`config.mk`:
```
export PLATFORM = sky130hd
export DESIGN_NAME = pit_timer_core
export DESIGN_NICKNAME = d
export VERILOG_FILES = /design/src/rtl/pit_pkg.sv /design/src/rtl/pit_prescaler.sv /design/src/rtl/pit_timer_core.sv
export SDC_FILE = /design/constraint.sdc
export NUM_CORES = 1
export LEC_CHECK = 0
export ABC_AREA = 1
export ABC_CLOCK_PERIOD_IN_PS = 3240
export CORE_UTILIZATION = 40
export CTS_BUF_LIST = sky130_fd_sc_hd__clkbuf_16
export DETAILED_ROUTE_END_ITERATION = 10
export PLACE_DENSITY = 0.64
export SYNTH_ARGS = -nofsm -noshare
export SYNTH_HDL_FRONTEND = slang
export SYNTH_HIERARCHICAL = 1
export SYNTH_SLANG_ARGS = --single-unit
```
`constraint.sdc`:
```
create_clock -name wb_clk_i -period 3.24 [get_ports wb_clk_i]
set_input_delay 0.648 -clock wb_clk_i [delete_from_list [all_inputs] [get_ports wb_clk_i]]
set_output_delay 0.648 -clock wb_clk_i [all_outputs]
set_load 0.01 [all_outputs]
```
`src/rtl/pit_pkg.sv`:
```
`default_nettype none
// ============================================================================
// Module : pit_pkg
// Brief  : Shared constants and types for the programmable interrupt timer:
//          PCSR bit positions, register offsets for the 8- and 16-bit bus
//          maps, the PCSR layout struct and the prescale-field default width.
// Ports  : none (package)
// Rev    : 1.0  initial release
// ============================================================================
package pit_pkg;

  // Default width of the prescale-select field.
  localparam int c_pre_width_dflt = 4;

  // PCSR bit positions.
  localparam int c_cnt_en  = 0;
  localparam int c_irq_en  = 1;
  localparam int c_flag    = 2;
  localparam int c_oneshot = 3;
  localparam int c_pre_lsb = 8;
  localparam int c_pre_msb = 11;

  // Register offsets, 16-bit map (one word per register).
  localparam logic [1:0] c_ofs16_pcsr  = 2'd0;
  localparam logic [1:0] c_ofs16_pmod  = 2'd1;
  localparam logic [1:0] c_ofs16_pcntr = 2'd2;

  // Register offsets, 8-bit map (one byte lane per address).
  localparam logic [2:0] c_ofs8_pcsr_lo  = 3'd0;
  localparam logic [2:0] c_ofs8_pcsr_hi  = 3'd1;
  localparam logic [2:0] c_ofs8_pmod_lo  = 3'd2;
  localparam logic [2:0] c_ofs8_pmod_hi  = 3'd3;
  localparam logic [2:0] c_ofs8_pcntr_lo = 3'd4;
  localparam logic [2:0] c_ofs8_pcntr_hi = 3'd5;

  // PCSR as seen on the bus. The high byte carries PRE zero-extended, so
  // any bits above the configured PRE width always read 0.
  typedef struct packed {
    logic [7:0] pre_byte;
    logic [3:0] rsvd;
    logic       oneshot;
    logic       flag;
    logic       irq_en;
    logic       cnt_en;
  } pcsr_t;

endpackage
`default_nettype wire

```
`src/rtl/pit_prescaler.sv`:
```
`default_nettype none
// ============================================================================
// Module : pit_prescaler
// Brief  : Divide-by-2^PRE prescaler. Emits tick_o on the cycle its count
//          reaches 2^PRE-1 while enabled. Cleared whenever disabled or when
//          the timer is restarted.
// Ports  : wb_clk_i     clock
//          async_rst_b  asynchronous reset, active-low
//          sync_reset   synchronous reset, active-high
//          en_i         count enable (CNT_EN)
//          restart_i    synchronous clear (PMOD write)
//          pre_i        prescale select
//          tick_o       divided tick, combinational from state
// Rev    : 1.0  initial release
// ============================================================================
module pit_prescaler #(
  parameter int PRE_WIDTH = 4
) (
  input  logic                 wb_clk_i,
  input  logic                 async_rst_b,
  input  logic                 sync_reset,
  input  logic                 en_i,
  input  logic                 restart_i,
  input  logic [PRE_WIDTH-1:0] pre_i,
  output logic                 tick_o
);

  // Wide enough to hold the largest terminal value 2^(2^PRE_WIDTH-1)-1.
  localparam int c_cnt_w = (2 ** PRE_WIDTH) - 1;

  logic [c_cnt_w-1:0] pre_cnt_q;
  logic [c_cnt_w-1:0] pre_cnt_d;
  logic [c_cnt_w-1:0] w_term;

  // Terminal value 2^PRE-1: a mask of PRE low ones. A PRE change can leave
  // the count above the new terminal; it then wraps through zero naturally.
  assign w_term = ~({c_cnt_w{1'b1}} << pre_i);
  assign tick_o = en_i & (pre_cnt_q == w_term);

  always_comb begin
    pre_cnt_d = pre_cnt_q + c_cnt_w'(1);
    if (!en_i || restart_i || tick_o) begin
      pre_cnt_d = '0;
    end
  end

  always_ff @(posedge wb_clk_i or negedge async_rst_b) begin
    if (!async_rst_b) begin
      pre_cnt_q <= '0;
    end else if (sync_reset) begin
      pre_cnt_q <= '0;
    end else begin
      pre_cnt_q <= pre_cnt_d;
    end
  end

endmodule
`default_nettype wire

```
`src/rtl/pit_timer_core.sv`:
```
`default_nettype none
// ============================================================================
// Module : pit_timer_core
// Brief  : Register file and timing engine of the programmable interrupt
//          timer: PCSR, PMOD, 2^n prescaler and modulo counter PCNTR.
//          Optional one-shot mode is built when PIT_ONESHOT_EN is defined.
// Ports  : wb_clk_i     clock
//          async_rst_b  asynchronous reset, active-low
//          sync_reset   synchronous reset, active-high
//          bus_wr_data  write data from the bus stage
//          write_regs   byte strobes {PMOD hi, PMOD lo, PCSR hi, PCSR lo}
//          read_regs    {PCNTR, PMOD, PCSR}, 16 bits each
//          irq_source   FLAG & IRQ_EN
//          cnt_roll_o   one-cycle pulse the clock after a rollover
// Rev    : 1.0  initial release
// ============================================================================
module pit_timer_core
  import pit_pkg::*;
#(
  parameter int DWIDTH     = 16,
  parameter int COUNT_SIZE = 16,
  parameter int PRE_WIDTH  = c_pre_width_dflt
) (
  input  logic              wb_clk_i,
  input  logic              async_rst_b,
  input  logic              sync_reset,
  input  logic [DWIDTH-1:0] bus_wr_data,
  input  logic [3:0]        write_regs,
  output logic [47:0]       read_regs,
  output logic              irq_source,
  output logic              cnt_roll_o
);

  pcsr_t                 pcsr_q, pcsr_d;
  logic [COUNT_SIZE-1:0] pmod_q, pmod_d;
  logic [COUNT_SIZE-1:0] cnt_q, cnt_d;
  logic                  roll_q, roll_d;

  logic [7:0]            w_lane_lo;
  logic [7:0]            w_lane_hi;
  logic                  w_tick;
  logic                  w_restart;
  logic                  w_roll_raw;
  logic                  w_roll;
  logic [COUNT_SIZE-1:0] w_pmod_m1;
  logic [15:0]           w_pmod_ext;
  logic [15:0]           w_cnt_ext;
  logic [15:0]           w_pmod_wide;

  // Byte lane selection: an 8-bit bus presents every byte on bits [7:0].
  generate
    if (DWIDTH == 8) begin : g_lane8
      assign w_lane_lo = bus_wr_data[7:0];
      assign w_lane_hi = bus_wr_data[7:0];
    end else begin : g_lane16
      assign w_lane_lo = bus_wr_data[7:0];
      assign w_lane_hi = bus_wr_data[15:8];
    end
  endgenerate

  assign w_restart = write_regs[2] | write_regs[3];

  pit_prescaler #(
    .PRE_WIDTH (PRE_WIDTH)
  ) u_prescaler (
    .wb_clk_i    (wb_clk_i),
    .async_rst_b (async_rst_b),
    .sync_reset  (sync_reset),
    .en_i        (pcsr_q.cnt_en),
    .restart_i   (w_restart),
    .pre_i       (pcsr_q.pre_byte[PRE_WIDTH-1:0]),
    .tick_o      (w_tick)
  );

  // PMOD-1 wraps modulo 2^COUNT_SIZE, so PMOD=0 yields the full range.
  assign w_pmod_m1  = pmod_q - COUNT_SIZE'(1);
  assign w_roll_raw = w_tick & (cnt_q == w_pmod_m1);
  // A PMOD write in the rollover cycle cancels the rollover entirely.
  assign w_roll     = w_roll_raw & ~w_restart;

  always_comb begin
    w_pmod_ext = '0;
    w_cnt_ext  = '0;
    w_pmod_ext[COUNT_SIZE-1:0] = pmod_q;
    w_cnt_ext[COUNT_SIZE-1:0]  = cnt_q;
  end

  // Next-state for registers, counter and rollover pulse.
  always_comb begin
    pcsr_d      = pcsr_q;
    w_pmod_wide = w_pmod_ext;
    cnt_d       = cnt_q;
    roll_d      = w_roll;

    if (write_regs[0]) begin
      pcsr_d.cnt_en = w_lane_lo[c_cnt_en];
      pcsr_d.irq_en = w_lane_lo[c_irq_en];
`ifdef PIT_ONESHOT_EN
      pcsr_d.oneshot = w_lane_lo[c_oneshot];
`endif
      if (w_lane_lo[c_flag]) begin
        pcsr_d.flag = 1'b0;
      end
    end
    if (write_regs[1]) begin
      pcsr_d.pre_byte = 8'(w_lane_hi[PRE_WIDTH-1:0]);
    end

    // Hardware events follow software writes so they take priority.
    if (w_roll) begin
      pcsr_d.flag = 1'b1;
`ifdef PIT_ONESHOT_EN
      if (pcsr_q.oneshot) begin
        pcsr_d.cnt_en = 1'b0;
      end
`endif
    end

    if (write_regs[2]) begin
      w_pmod_wide[7:0] = w_lane_lo;
    end
    if (write_regs[3]) begin
      w_pmod_wide[15:8] = w_lane_hi;
    end
    pmod_d = w_pmod_wide[COUNT_SIZE-1:0];

    // Counter follows the current (registered) enable, so a write clearing
    // CNT_EN still lets a same-cycle rollover complete.
    if (!pcsr_q.cnt_en || w_restart || w_roll_raw) begin
      cnt_d = '0;
    end else if (w_tick) begin
      cnt_d = cnt_q + COUNT_SIZE'(1);
    end
  end

  always_ff @(posedge wb_clk_i or negedge async_rst_b) begin
    if (!async_rst_b) begin
      pcsr_q <= '0;
      pmod_q <= '0;
      cnt_q  <= '0;
      roll_q <= 1'b0;
    end else if (sync_reset) begin
      pcsr_q <= '0;
      pmod_q <= '0;
      cnt_q  <= '0;
      roll_q <= 1'b0;
    end else begin
      pcsr_q <= pcsr_d;
      pmod_q <= pmod_d;
      cnt_q  <= cnt_d;
      roll_q <= roll_d;
    end
  end

  assign read_regs  = {w_cnt_ext, w_pmod_ext, pcsr_q};
  assign irq_source = pcsr_q.flag & pcsr_q.irq_en;
  assign cnt_roll_o = roll_q;

endmodule
`default_nettype wire

```
* Word-level counts from Yosys, hierarchy flattened
Index checks and enable logic that the tools add are counted.
Cells by class: eq/ne operators 2, magnitude comparators 0, shift operators 1, div/mod/pow operators 0, multipliers 0, bitwise gates (word level) 7, reduce and logical (&&, ||, !) cells 12, add/sub/neg operators 3, muxes and demuxes 14
Operators with widths (count):
- $mux 16 | 5
- $mux 15 | 2
- $mux 8 | 3
- $add 16x1->16 const B | 1
- $eq 16x16->1 | 1
- $sub 16x1->16 const B | 1
- $add 15x1->15 const B | 1
- $eq 15x15->1 | 1
- $not 15->15 | 1
- $shl 15x4->15 const A | 1
- $reduce_bool 3->1 | 3
- $reduce_bool 2->1 | 4
- $and 1x1->1 | 4
- $logic_or 1x1->1 | 3
- $mux 1 | 3
- $mux 3 | 1
- $reduce_and 2->1 | 1
- $logic_not 1->1 | 1
- $not 1->1 | 1
- $or 1x1->1 | 1
Word-level totals: bits in read-only memories 0, memories 0, bits in latches 0, register bits after elaboration 59, RAM bits 0, input bits 23

* Logic depth before layout (Yosys ltp)
depth after elaboration 8, depth in mapped cells 21

* Hierarchy
The synthesis kept the hierarchy.
By module, submodules not included:
- pit_timer_core | area an instance 2723.9 um^2, seq. area each 1001.0 um^2, times used 1, cells each 398
- pit_prescaler | area an instance 1184.9 um^2, seq. area each 375.4 um^2, times used 1, cells each 184

* Worst setup path before layout
OpenSTA, ideal clock, no wires.
path kind register to register, start point reg pcsr_q, in the netlist read_regs[11], end point reg cnt_q[14], data arrival time 2.195 ns, cell stages (with the launch flop) 15, buffers on the path 1, data required time 3.171 ns, path slack 0.976 ns, library setup time 0.069 ns, path through dfrtp_1 > buf_2 > nand2_2 > nor2_1 > xnor2_1 > nand2_1 > nor2_1 > nand3_2 > inv_1 > inv_1 > nor2_1 > inv_1 > o211ai_1 > nand2_1 > nor2_2
On the way: word-level cells in the longest chain between the ends 8, elaborated cells on any way between the ends 9, classes of those cells eq/ne (1); shift (1); mux (2); bitwise (3); reduce/logical (2)
RTL lines:
- start, declared | line pit_timer_core.sv:34 | pcsr_t pcsr_q, pcsr_d;
- start signal, assigned | line pit_timer_core.sv:148 | pcsr_q <= pcsr_d;
- $shl 15x4->15 (*) | line pit_prescaler.sv:37 | assign w_term = ~({c_cnt_w{1'b1}} << pre_i);
- $not 15->15 (*) | line pit_prescaler.sv:37
- $eq 15x15->1 (*) | line pit_prescaler.sv:38 | assign tick_o = en_i & (pre_cnt_q == w_term);
- $and 1x1->1 (*) | line pit_prescaler.sv:38
- via w_tick | line pit_timer_core.sv:41 | logic w_tick;
- $and 1x1->1 | line pit_timer_core.sv:77 | assign w_roll_raw = w_tick & (cnt_q == w_pmod_m1);
- $logic_or 1x1->1 | line pit_timer_core.sv:129 | if (!pcsr_q.cnt_en || w_restart || w_roll_raw) begin
- $mux 16 | line pit_timer_core.sv:129
- $mux 16 | line pit_timer_core.sv:142 | end else if (sync_reset) begin
- end signal, assigned | line pit_timer_core.sv:150 | cnt_q <= cnt_d;
- end, declared | line pit_timer_core.sv:36 | logic [COUNT_SIZE-1:0] cnt_q, cnt_d;
The timed path passes the listed nets; every way through them passes the cells marked *. A chain may end at the register's enable or synchronous reset.

* Final worst setup path
start point reg pcsr_q, in the netlist read_regs[10], end point reg cnt_q[2]
The elaborated chain is that of the path after synthesis.

==> impl_metrics.yaml <==
outcome:
  status: "finished clean"
yosys:
  ys_types: 38
  synth.most_common_cell: "nand2_1"
  synth-async-reset-ratio_pct: 100
  synth_ff_type: "dfrtp_1"
  syn_inst: 582
  synth_common_cells: "162 x nand2_1, 75 x inv_1, 65 x nor2_1"
  yosysSeqAreaShare_pct: 35.2
  synth_edf_count: 0
  synth_top_area_share_pct: 35.2
  synth_area_um2: 3910
  synth.area.top_cells: "dfrtp_1 35%, nand2_1 16%, inv_1 7.2%"
  yosys.area.top_type: "dfrtp_1"
  ys_warn_count: 6
  synth-seq-cells: 55
  syn_avg_cell_area_um2: 6.72
routing:
  firstDrtPassIters: 5
  ant_nets: 0
  drc: 0
  drt-total-wl_um: 11000
  routedWlPerCell_um: 14.2
  vias: 3928
  vias_per_cell: 5.07
  drtIter0Drc: 201
clock_tree:
  clock_path_buffers: 2
  cts-hold-fix-buffers: 0
  root_buffer: "clkbuf_16"
  cts_tree: "yes"
  htreeDepth: 2
  cts.sinks: 55
  post-cts-setup-buffers: 0
  cts.reportedPaths.clkPinSlew_ps: 70
  clk_latency_ps: 290
  numCtsBuffers: 5
  cts.repair.resized: 0
worst_setup_path:
  critPathCaptureType: "register"
  worstSetupPathType: "register to register"
  crit_required_ps: 3420
  cp_max_fo: 16
  critPathArrivalTime_ps: 2640
  critPathLaunchType: "register"
timing:
  fin_crit_sh_pct: 76.1
  hold_violations: 0
  min_period_ps: 2470
  timing.slew.headroom_pct: 52.0
  skew_ps: 8.61
  rsz0062_at_grt: "false"
  tightest_slew_ps: 721
  setup-tns-final_ps: 0
  hold_slack_ps: 407
  fmax_mhz: 406
  slew_viol_final: 0
  fin_ws_ps: 774
  setup_violations: 0
place:
  dpl-instance-area_um2: 4610
  place.gp.congestion: 0.977
  dp.final_hpwl_um: 8470
  pre_cts_ws_ps: 781
  numPortBuffers: 63
global_routing:
  grt_pass1_wl_um: 17900
  first_global_vias: 3741
  grt_max_degree: 31
  use_met2_pct: 38.6
  grt_overflow_total: 0
  use_met3_pct: 3.81
  grt.busiest_layer: "met2"
  track_usage_pct: 22.5
  antenna_found_initial: 0
  met1_usage_pct: 29.2
floorplan:
  fp.dieW_um: 101
  coreArea_um2: 9370
  start_util_pct: 41.7
  rows: 35
  num_io_pins: 73
  dieArea_um2: 10200
  die_h_um: 101
min_path:
  hold_class: "input port to async pin"
cells_and_area:
  final_area_um2: 4780
  antenna_cells: 0
  drive_gt1_share_pct: 8.98
  syn_to_final_growth_pct: 22.2
  nets: 671
power_and_ir_drop:
  peakVddDrop_v: 0.000221
  p_leak_nw: 2.11
  powerDensity_nw_per_um2: 344
flow_run:
  drv_cap: 0
[through the flow]
step                instances  util, %  power, mW
global route              775     51.0       1.73
detailed placement        767     49.2       1.04
finish                    775     51.0       1.64
global placement          767     49.2       1.04
CTS                       775     51.0       1.65
floorplan                 590        -      0.926
[per-layer routing]
layer,share of wire (%),wire [um],up-vias
met4,1.3,140,0
li1,-,-,1939
met3,5.9,656,13
met1,44,4860,1839
met5,0,0,-
met2,49,5380,137
[final timing paths]
check	endpoint	cells past startpoint	slack (ps)	start
max in group asynchronous	read_regs[8]	2	2000	async_rst_b
min in group wb_clk_i	read_regs[1]	2	530	read_regs[1]
hold / removal	cnt_q[0]	1	410	async_rst_b
setup reg to reg	cnt_q[2]	18	770	read_regs[10]
hold reg to reg	read_regs[1]	2	530	read_regs[1]
setup / recovery	cnt_q[2]	18	770	read_regs[10]
[layout make-up]
class	count	area, um2
fill	951	4590
multi-input combinational	439	2130
sequential	55	1380
timing repair buffer	67	656
inverter	77	289
tap	129	161
clock buffer	5	125
clock inverter	3	38.8
[power breakdown]
group	switching (mW)	internal, mW	leakage, nW	total, mW
clock	0.252	0.361	0.0812	0.613
sequential	0.0307	0.701	0.754	0.732
combinational	0.180	0.119	1.28	0.299
[critical path, cell delays in order, from the launching register on]
cell and delay [ps]:
dfrtp_1 490, nor2_2 220, nand2_1 70, nand2_1 70, nand2_1 70, inv_1 70, nand2_1 50, nor2_1 130
nand3_2 130, inv_1 120, nand3_1 90, nor2_1 90, nand3_1 80, nor2_1 90, nand3_1 90, nor2_2 120
nand2_2 70, nand2_4 230, nor2_1 80
[logic make-up (layout without fill, tap and decap cells)]
family,after synthesis,in the layout,synth area share (%)
other,1,9,0.0959
adders and majority gates,3,3,0.960
and+or+nand+nor,345,345,39.8
DFF,55,55,35.2
buffers and inverters,96,152,11.0
AOI/OAI and AO/OA,66,66,9.19
xor gates and xnor gates,16,16,3.78
[state kept, by name (all words and copies together), names as in the netlist]
signal / flops
read_regs: 7
u_prescaler/pre_cnt_q: 15
pmod_q: 16
cnt_q: 16
cnt_roll_o: 1
[cells in the final DEF, fill, tap and decap left out, types with 4 or more instances in the layout]
| master | n |
|---|---|
| nand2_1 | 162 |
| inv_1 | 75 |
| nor2_1 | 65 |
| clkdlybuf4s50_1 | 62 |
| nand3_1 | 56 |
| dfrtp_1 | 55 |
| o21ai_0 | 48 |
| nor2_2 | 27 |
| nor3_1 | 9 |
| conb_1 | 9 |
| xor2_1 | 8 |
| xnor2_1 | 7 |
| nand4_1 | 6 |
| nand2_2 | 5 |
| a21oi_1 | 5 |
| o22ai_1 | 5 |
| clkbuf_16 | 5 |
| nor2_4 | 4 |
| buf_4 | 4 |
Power figures use the tool's default switching activity.
